## src/rtl/freq_meter_pkg.sv

```systemverilog
// Shared types and constants for the frequency meter and its BCD converter.
package freq_meter_pkg;
    typedef enum logic [1:0] {GATE, CONV, PUBLISH} state_t;

    localparam int BCD_MAX = 9999;
    localparam int EDGE_W  = 24;
    localparam int BCD_W   = 16;
    localparam int BIN_W   = 14;
endpackage

```

## src/rtl/freq_meter_bin2bcd_seq.sv

```systemverilog
// Sequential shift-add-3 binary to BCD converter: one shift per cycle over
// BIN_W bits, done asserted exactly 15 cycles after start.
module bin2bcd_seq
    import freq_meter_pkg::*;
(
    input  logic             clk_100MHz,
    input  logic             reset_n,
    input  logic             start,
    input  logic [BIN_W-1:0] bin,
    output logic             done,
    output logic [BCD_W-1:0] bcd
);
    localparam int SR_W = BCD_W + BIN_W;

    logic [SR_W-1:0] sr;
    logic [SR_W-1:0] adj;
    logic [3:0]      cnt;

    always_comb begin
        adj = sr;
        for (int i = 0; i < BCD_W / 4; i++) begin
            if (sr[BIN_W + 4*i +: 4] >= 4'd5)
                adj[BIN_W + 4*i +: 4] = sr[BIN_W + 4*i +: 4] + 4'd3;
        end
    end

    // Load on start, then 14 shifts; done rises with the final shift.
    always_ff @(posedge clk_100MHz) begin
        if (!reset_n) begin
            sr   <= '0;
            cnt  <= '0;
            done <= 1'b0;
        end else begin
            done <= 1'b0;
            if (start) begin
                sr  <= {{BCD_W{1'b0}}, bin};
                cnt <= 4'(BIN_W);
            end else if (cnt != 4'd0) begin
                sr  <= {adj[SR_W-2:0], 1'b0};
                cnt <= cnt - 4'd1;
                if (cnt == 4'd1)
                    done <= 1'b1;
            end
        end
    end

    assign bcd = sr[SR_W-1 -: BCD_W];
endmodule

```

## src/rtl/freq_meter.sv

```systemverilog
// Gated rising-edge counter: counts sig_in edges per GATE_CYCLES window and
// publishes the clamped total as 4 BCD digits with an overflow flag.
module freq_meter
    import freq_meter_pkg::*;
#(
    parameter int GATE_CYCLES = 100_000_000
) (
    input  logic             clk_100MHz,
    input  logic             reset_n,
    input  logic             sig_in,
    output logic [BCD_W-1:0] bcd,
    output logic             over,
    output logic             valid
);
    localparam int                 GATE_W    = $clog2(GATE_CYCLES);
    localparam logic [GATE_W-1:0]  GATE_LAST = GATE_W'(GATE_CYCLES - 1);
    localparam logic [EDGE_W-1:0]  EDGE_SAT  = '1;

    logic              sync1, sync2, hist, rise;
    logic [GATE_W-1:0] gate_cnt;
    logic [EDGE_W-1:0] edge_cnt, edge_next;
    logic              window_end;
    logic              total_over;
    logic [BIN_W-1:0]  total_bin;
    logic [BIN_W-1:0]  conv_bin;
    logic              conv_over, conv_start, conv_done;
    logic [BCD_W-1:0]  conv_bcd;
    state_t            state, state_next;

    // Reset high so a signal already high at release is not seen as an edge.
    always_ff @(posedge clk_100MHz) begin
        if (!reset_n) begin
            {sync1, sync2, hist} <= 3'b111;
        end else begin
            sync1 <= sig_in;
            sync2 <= sync1;
            hist  <= sync2;
        end
    end

    assign rise       = sync2 & ~hist;
    assign window_end = (gate_cnt == GATE_LAST);
    assign edge_next  = (rise && edge_cnt != EDGE_SAT) ? edge_cnt + EDGE_W'(1) : edge_cnt;
    assign total_over = (edge_next > EDGE_W'(BCD_MAX));
    assign total_bin  = total_over ? BIN_W'(BCD_MAX) : edge_next[BIN_W-1:0];

    always_ff @(posedge clk_100MHz) begin
        if (!reset_n) begin
            gate_cnt <= '0;
            edge_cnt <= '0;
        end else begin
            gate_cnt <= window_end ? '0 : gate_cnt + GATE_W'(1);
            edge_cnt <= window_end ? '0 : edge_next;
        end
    end

    // The closing window's total, including an edge on its last cycle.
    always_ff @(posedge clk_100MHz) begin
        if (!reset_n) begin
            conv_bin   <= '0;
            conv_over  <= 1'b0;
            conv_start <= 1'b0;
        end else begin
            conv_start <= 1'b0;
            if (window_end && state == GATE) begin
                conv_bin   <= total_bin;
                conv_over  <= total_over;
                conv_start <= 1'b1;
            end
        end
    end

    bin2bcd_seq u_bin2bcd (
        .clk_100MHz (clk_100MHz),
        .reset_n    (reset_n),
        .start      (conv_start),
        .bin        (conv_bin),
        .done       (conv_done),
        .bcd        (conv_bcd)
    );

    always_ff @(posedge clk_100MHz) begin
        if (!reset_n) state <= GATE;
        else          state <= state_next;
    end

    always_comb begin
        state_next = state;
        case (state)
            GATE:    if (window_end) state_next = CONV;
            CONV:    if (conv_done)  state_next = PUBLISH;
            PUBLISH: state_next = GATE;
            default: state_next = GATE;
        endcase
    end

    always_ff @(posedge clk_100MHz) begin
        if (!reset_n) begin
            bcd  <= '0;
            over <= 1'b0;
        end else if (state == CONV && conv_done) begin
            bcd  <= conv_bcd;
            over <= conv_over;
        end
    end

    assign valid = (state == PUBLISH);
endmodule

```

## config.mk

```make
export PLATFORM = sky130hd
export DESIGN_NAME = freq_meter
export DESIGN_NICKNAME = d
export VERILOG_FILES = /design/src/rtl/freq_meter_pkg.sv /design/src/rtl/freq_meter_bin2bcd_seq.sv /design/src/rtl/freq_meter.sv
export SDC_FILE = /design/constraint.sdc
export NUM_CORES = 1
export LEC_CHECK = 0
export ABC_AREA = 1
export BUFFER_PORTS_ARGS = -buffer_cell sky130_fd_sc_hd__buf_2
export CAP_MARGIN = 20
export CELL_PAD_IN_SITES_DETAIL_PLACEMENT = 1
export CELL_PAD_IN_SITES_GLOBAL_PLACEMENT = 2
export CORE_ASPECT_RATIO = 1.5
export CORE_MARGIN = 2
export CORE_UTILIZATION = 32
export CTS_CLUSTER_DIAMETER = 120
export CTS_CLUSTER_SIZE = 12
export DETAILED_ROUTE_END_ITERATION = 8
export MAX_ROUTING_LAYER = met4
export PLACE_DENSITY_LB_ADDON = 0.12
export REMOVE_ABC_BUFFERS = 1
export SYNTH_ARGS = -nofsm -noshare
export SYNTH_HDL_FRONTEND = slang
export SYNTH_SLANG_ARGS = --single-unit
```

## constraint.sdc

```tcl
create_clock -name clk_100MHz -period 5.3 [get_ports clk_100MHz]
set_input_delay 1.59 -clock clk_100MHz [delete_from_list [all_inputs] [get_ports clk_100MHz]]
set_output_delay 1.59 -clock clk_100MHz [all_outputs]
set_load 0.005 [all_outputs]
```

Word-level counts from Yosys, hierarchy flattened
Index checks and enable logic that the tools add are counted.
{"block": "totals", "word_cells": 64, "inputBits": 3, "reg_bits": 124}
{"block": "op_classes", "bitwise": 4, "n_lt_le_gt_ge": 5, "addsub": 7, "reduce_logical": 10, "mux": 15, "n_eq_ne": 7}
{"operator": "$mux 14", "n": 3}
{"operator": "$add 27x1->27 const B", "n": 1}
{"operator": "$eq 27x27->1 const B", "n": 1}
{"operator": "$add 24x1->24 const B", "n": 1}
{"operator": "$gt 24x14->1 const B", "n": 1}
{"operator": "$mux 24", "n": 1}
{"operator": "$ne 24x24->1 const B", "n": 1}
{"operator": "$mux 4", "n": 5}
{"operator": "$ge 4x3->1 const B", "n": 4}
{"operator": "$add 4x2->4 const B", "n": 3}
{"operator": "$eq 4x1->1 const B", "n": 1}
{"operator": "$mux 2", "n": 2}
{"operator": "$pmux 2 s2", "n": 1}
{"operator": "$reduce_bool 4->1", "n": 1}
{"operator": "$reduce_or 2->1", "n": 2}
{"operator": "$sub 4x1->4 const B", "n": 1}
{"operator": "$add 3x2->3 const B", "n": 1}
{"operator": "$logic_and 1x1->1", "n": 3}
{"operator": "$mux 3", "n": 1}
{"operator": "$not 1->1", "n": 3}
{"operator": "$reduce_or 3->1", "n": 1}
{"operator": "$eq 2x1->1 const B", "n": 1}
{"operator": "$eq 2x2->1 const B", "n": 1}
{"operator": "$logic_not 2->1", "n": 1}
{"operator": "other kinds (6)", "n": 7}

Longest topological paths before layout
{"block": "depth", "word_depth": 6, "mapped_depth": 17}

Cells and area by module
A second synthesis with hierarchy kept.
{"block": "hier_totals", "hier_cells": 918, "area_unflattened_um2": 6185.9}
{"mod": "freq_meter", "area_each_um2": 4376.7, "instances": 1, "cells_each": 650, "seq_area_each_um2": 1781.7}
{"mod": "bin2bcd_seq", "area_each_um2": 1809.2, "instances": 1, "cells_each": 268, "seq_area_each_um2": 700.7}

Least setup slack after synthesis
No wires, ideal clock.
{"block": "synth_timing", "path_type": "input to register", "from": "input port reset_n", "to": "register u_bin2bcd.sr[23]", "path_slack_ns": 2.645, "stages": 6, "arrival_time_ns": 2.520, "n_path_buf": 2, "t_required_ns": 5.164, "path_cell_list": "inv_1 clkbuf_1 nor2_1 nand2_1 clkbuf_1 o32ai_1"}
{"block": "synth_between", "elab_chain_len": 2}
{"item": "from (decl)", "line_no": "freq_meter.sv:9", "source": "input logic reset_n,"}
{"item": "$not 1->1 (no source line)"}
{"item": "$reduce_or 2->1 (no source line)"}
{"item": "to (signal assigned)", "line_no": "freq_meter_bin2bcd_seq.sv:36", "source": "sr <= {{BCD_W{1'b0}}, bin};"}
{"item": "to (signal assigned)", "line_no": "freq_meter_bin2bcd_seq.sv:39", "source": "sr <= {adj[SR_W-2:0], 1'b0};"}
{"item": "to (decl)", "line_no": "freq_meter_bin2bcd_seq.sv:15", "source": "logic [SR_W-1:0] sr;"}
Every way passes these cells.
A chain may end at the register's enable or synchronous reset.

Worst setup path in the final report
{"block": "layout_timing", "from": "register gate_cnt[0]", "to": "register conv_over"}
{"block": "layout_between", "elab_chain_len": 2}
{"item": "from (decl)", "line_no": "freq_meter.sv:20", "source": "logic [GATE_W-1:0] gate_cnt;"}
{"item": "from (signal assigned)", "line_no": "freq_meter.sv:52", "source": "gate_cnt <= window_end ? '0 : gate_cnt + GATE_W'(1);"}
{"item": "$eq 27x27->1", "line_no": "freq_meter.sv:42", "source": "assign window_end = (gate_cnt == GATE_LAST);"}
{"item": "$logic_and 1x1->1", "line_no": "freq_meter.sv:65", "source": "if (window_end && state == GATE) begin"}
{"item": "to (signal assigned)", "line_no": "freq_meter.sv:67", "source": "conv_over <= total_over;"}
{"item": "to (decl)", "line_no": "freq_meter.sv:26", "source": "logic conv_over, conv_start, conv_done;"}
Every way passes these cells.

==> results.md <==
- Max H-tree Level: 4
- FF-to-FF setup slack: between 2000 and 2500 ps
- Netlist Area Pre-Place: approximately 6100 um^2
- Hold_buf cts: 0
- Chip width: 116.4 um
- Most frequent cell after synthesis: nand2_1
- Worst Path Buf+Inv: 1
- Seq/Total Area, Yosys: 40.92%
- Status: finished, final reports clean
- Fmax: 318.2 MHz
- Leak: around 0.0026 uW
- Worst Path Max Fanout: 14
- Drt pass-1 iters: 4
- CP delay by family, top: simple AND/OR/NAND/NOR gates
- # resized after CTS: 0
- Vias in the first global route: 5795
- Endpoints failing hold: 0
- Post-placement cell count: 1112
- Gpl congestion: ~0.80
- # DRC: 0
- Synthesized area per cell: 7.014 um^2
- Flop and latch count out of synthesis: 124
- Number of DRC markers in iteration 0: 158
- Synth unique cells: between 40 and 50
- Synth area leader: dfxtp_1
- Worst slack at placement: 1749 ps
- Routed len/inst: 14.39 um
- Crit Path Class: reg -> reg
- Cell mode on critical path: nand2_1
- Clock Path Buffers: 2
- Crit path largest cell delay: 760 ps
- Nets: 892
- Inserted Diodes: 0
- Fin worst setup slack: 2158 ps
- Fin crit share: about three fifths
- Asr flop ratio synth: 0%
- Post-synth top cells: nand2_1 (190), dfxtp_1 (124), inv_1 (111)
- Die span in y: 172.6 um
- HPWL after DPL: between 10 and 15 mm
- Clk sinks: 124
- Die area: approximately 20000 um^2
- Post-Layout Cell Count: 1144
- Synth top area share: between 40% and 50%
- Initial Utilization: approximately 33%
- Final Cell Area: 6979 um^2
- Critical Path Start Type: flop
- RSZ-0062 raised after global routing: no
- Setup Skew: 11.00 ps
- Setup Buffers After CTS: 0
- Area contributors post-synth: dfxtp_1 (41%), nand2_1 (12%), inv_1 (6.9%)
- Vias per cell: 4.853
- Hold WS: 414.8 ps
- Synth Warn #: 0
- Site Rows: 61
- Rel. slew slack: 34.48%
- Ys flop type: dfxtp_1
- Layout cells sized above 1: 9.305%
- Final slew viol count: 0
- Total wire length: 16.46 mm
- R2R Path End: conv_over
- ANT nets after route: 0
- Clock slew at reported path FFs: 60 ps
- TritonCTS clock tree: yes
- HP Class: reg -> reg
- First-pass GRT wire length: 27.92 mm
- Total Routing Usage GR: between 15 and 20%
- Max Cap Viol: 0
- Total CTS buffers: 17
- Final setup viols: 0
- EDFF count, synth: 0
- Setup_tns: 0 ps
- Reg2reg start: gate_cnt[0]
- Reg2Reg Depth: 15
- Pwr per Cell Area: ~300 nW/um^2
- WP data arrival: 3460 ps
- Core ar.: between 15000 and 20000 um^2
- Crit path capture type: flop
- DR vias: 5552
- CP cell instances: ha_1, nand2_1, nor2_2, nand2_1, nor2_1, nand3_1, nor2_1, nand2_1, nor2_1, nand4_2, nor2_4, and2_1, nand2_1, nand2_1, inv_1
- Overflow after GRT: 0
- VDD IR max: between 0.15 and 0.2 mV
- Mapped Cells: 865
- Worst path slowest cell: nor2_1
- Worst Hold End: sync2
- Hold Path Depth: 1
- Area after DPL: 6376 um^2
- Number of port buffers: 20
- Latest clock arrival within the worst-skew pair: 420 ps
- CTS root buffer: clkbuf_16
- Largest net degree at the start of global routing: 30
- Fillcell total: 2362
- Worst EP required: 5620 ps
- Antenna violations before repair: 0
- Layout area overhead: 15.03%
- Period minus WS final: 3142 ps
- Worst-margin pin slew: ~980 ps
- Ports: 21
- Hold_sp: sync1
==> layout by cell type, fill, tap and decap left out, types with 4 or more instances in the layout <==
| cell type | synthesis | final |
|---|---|---|
| a21oi_1 | 69 | 69 |
| buf_2 | 1 | 20 |
| buf_4 | 0 | 7 |
| clkbuf_16 | 0 | 17 |
| clkinvlp_4 | 0 | 6 |
| dfxtp_1 | 124 | 124 |
| ha_1 | 10 | 10 |
| inv_1 | 111 | 111 |
| nand2_1 | 190 | 190 |
| nand3_1 | 44 | 44 |
| nand4_1 | 23 | 23 |
| nor2_1 | 99 | 99 |
| nor2_4 | 4 | 4 |
| nor3_1 | 28 | 28 |
| nor3b_1 | 5 | 5 |
| o21a_1 | 11 | 11 |
| o21ai_0 | 31 | 31 |
| o21ai_1 | 5 | 5 |
| o22ai_1 | 15 | 15 |
| o32ai_1 | 4 | 4 |
| or2_2 | 6 | 6 |
| xor2_1 | 18 | 18 |
==> kinds of logic (layout without fill, tap and decap cells) <==
family	after synthesis	count (layout)	synth area share, %
flip-flops	124	124	40.92
buffers and inverters	145	172	9.610
XOR/XNOR	20	20	2.887
adder cells (fa/ha/maj)	10	10	2.062
multiplexers	1	1	0.1650
AND/OR/NAND/NOR	418	418	30.56
AO/OA/AOI/OAI	147	147	13.80
==> flip-flops by register name, indices dropped and copies added (netlist names) <==
signal          cells
bcd                16
conv_bin           14
conv_over           1
conv_start          1
edge_cnt           24
gate_cnt           27
hist                1
over                1
state               2
sync1               1
sync2               1
u_bin2bcd.cnt       4
u_bin2bcd.done      1
u_bin2bcd.sr       30
==> per-stage QoR <==
step                      utilization [%]  total power, uW
after floorplan                         -            976.7
after global placement              34.38            991.4
after detailed placement            34.38            992.4
after CTS                           37.63             2185
after global routing                37.63             2230
final                               37.63             2151
==> cell type report <==
| cell class | instances | area (um^2) | share of cell area [%] |
|---|---|---|---|
| Multi-Input combinational cell | 596 | 3002 | 43.01 |
| Clock buffer | 20 | 466.7 | 6.687 |
| Sequential cell | 124 | 2482 | 35.57 |
| Timing Repair Buffer | 27 | 152.6 | 2.187 |
| Clock inverter | 12 | 136.4 | 1.954 |
| Tap cell | 252 | 315.3 | 4.518 |
| Inverter | 113 | 424.2 | 6.077 |
==> worst register-to-register path: cells and delay by family, from the launching register on <==
kind	cells	cell delay, ps
fa+ha+maj	1	180
simple gates	13	2490
buf+inv	1	40
flops	1	350
==> routing by layer <==
| metal | global-route usage [%] | part of all wire [%] |
|---|---|---|
| met1 | 18.92 | 42 |
| met3 | 2.804 | 1.7 |
| met5 | - | 0 |
| met4 | 7.292 | 2.2 |
| met2 | 32.51 | 54 |
==> how the worst max path moves through the flow <==
stage | from | endpoint | slack, ps | cells after the start
CTS | gate_cnt[0] | conv_over | 2050 | 15
finish | gate_cnt[0] | conv_over | 2160 | 15
global route | gate_cnt[0] | conv_bin[6] | 1770 | 13
global placement | reset_n | gate_cnt[12] | 1750 | 8
floorplan | reset_n | gate_cnt[12] | 1740 | 5
detailed placement | reset_n | gate_cnt[12] | 1750 | 8
==> report_power, final <==
part	switching, uW	internal [uW]	total, uW
registers	2.06	936	938
logic	25.2	8.10	33.3
clock network	448	731	1180
total	475	1680	2150
Note: power is estimated with default switching activity, not from simulation.
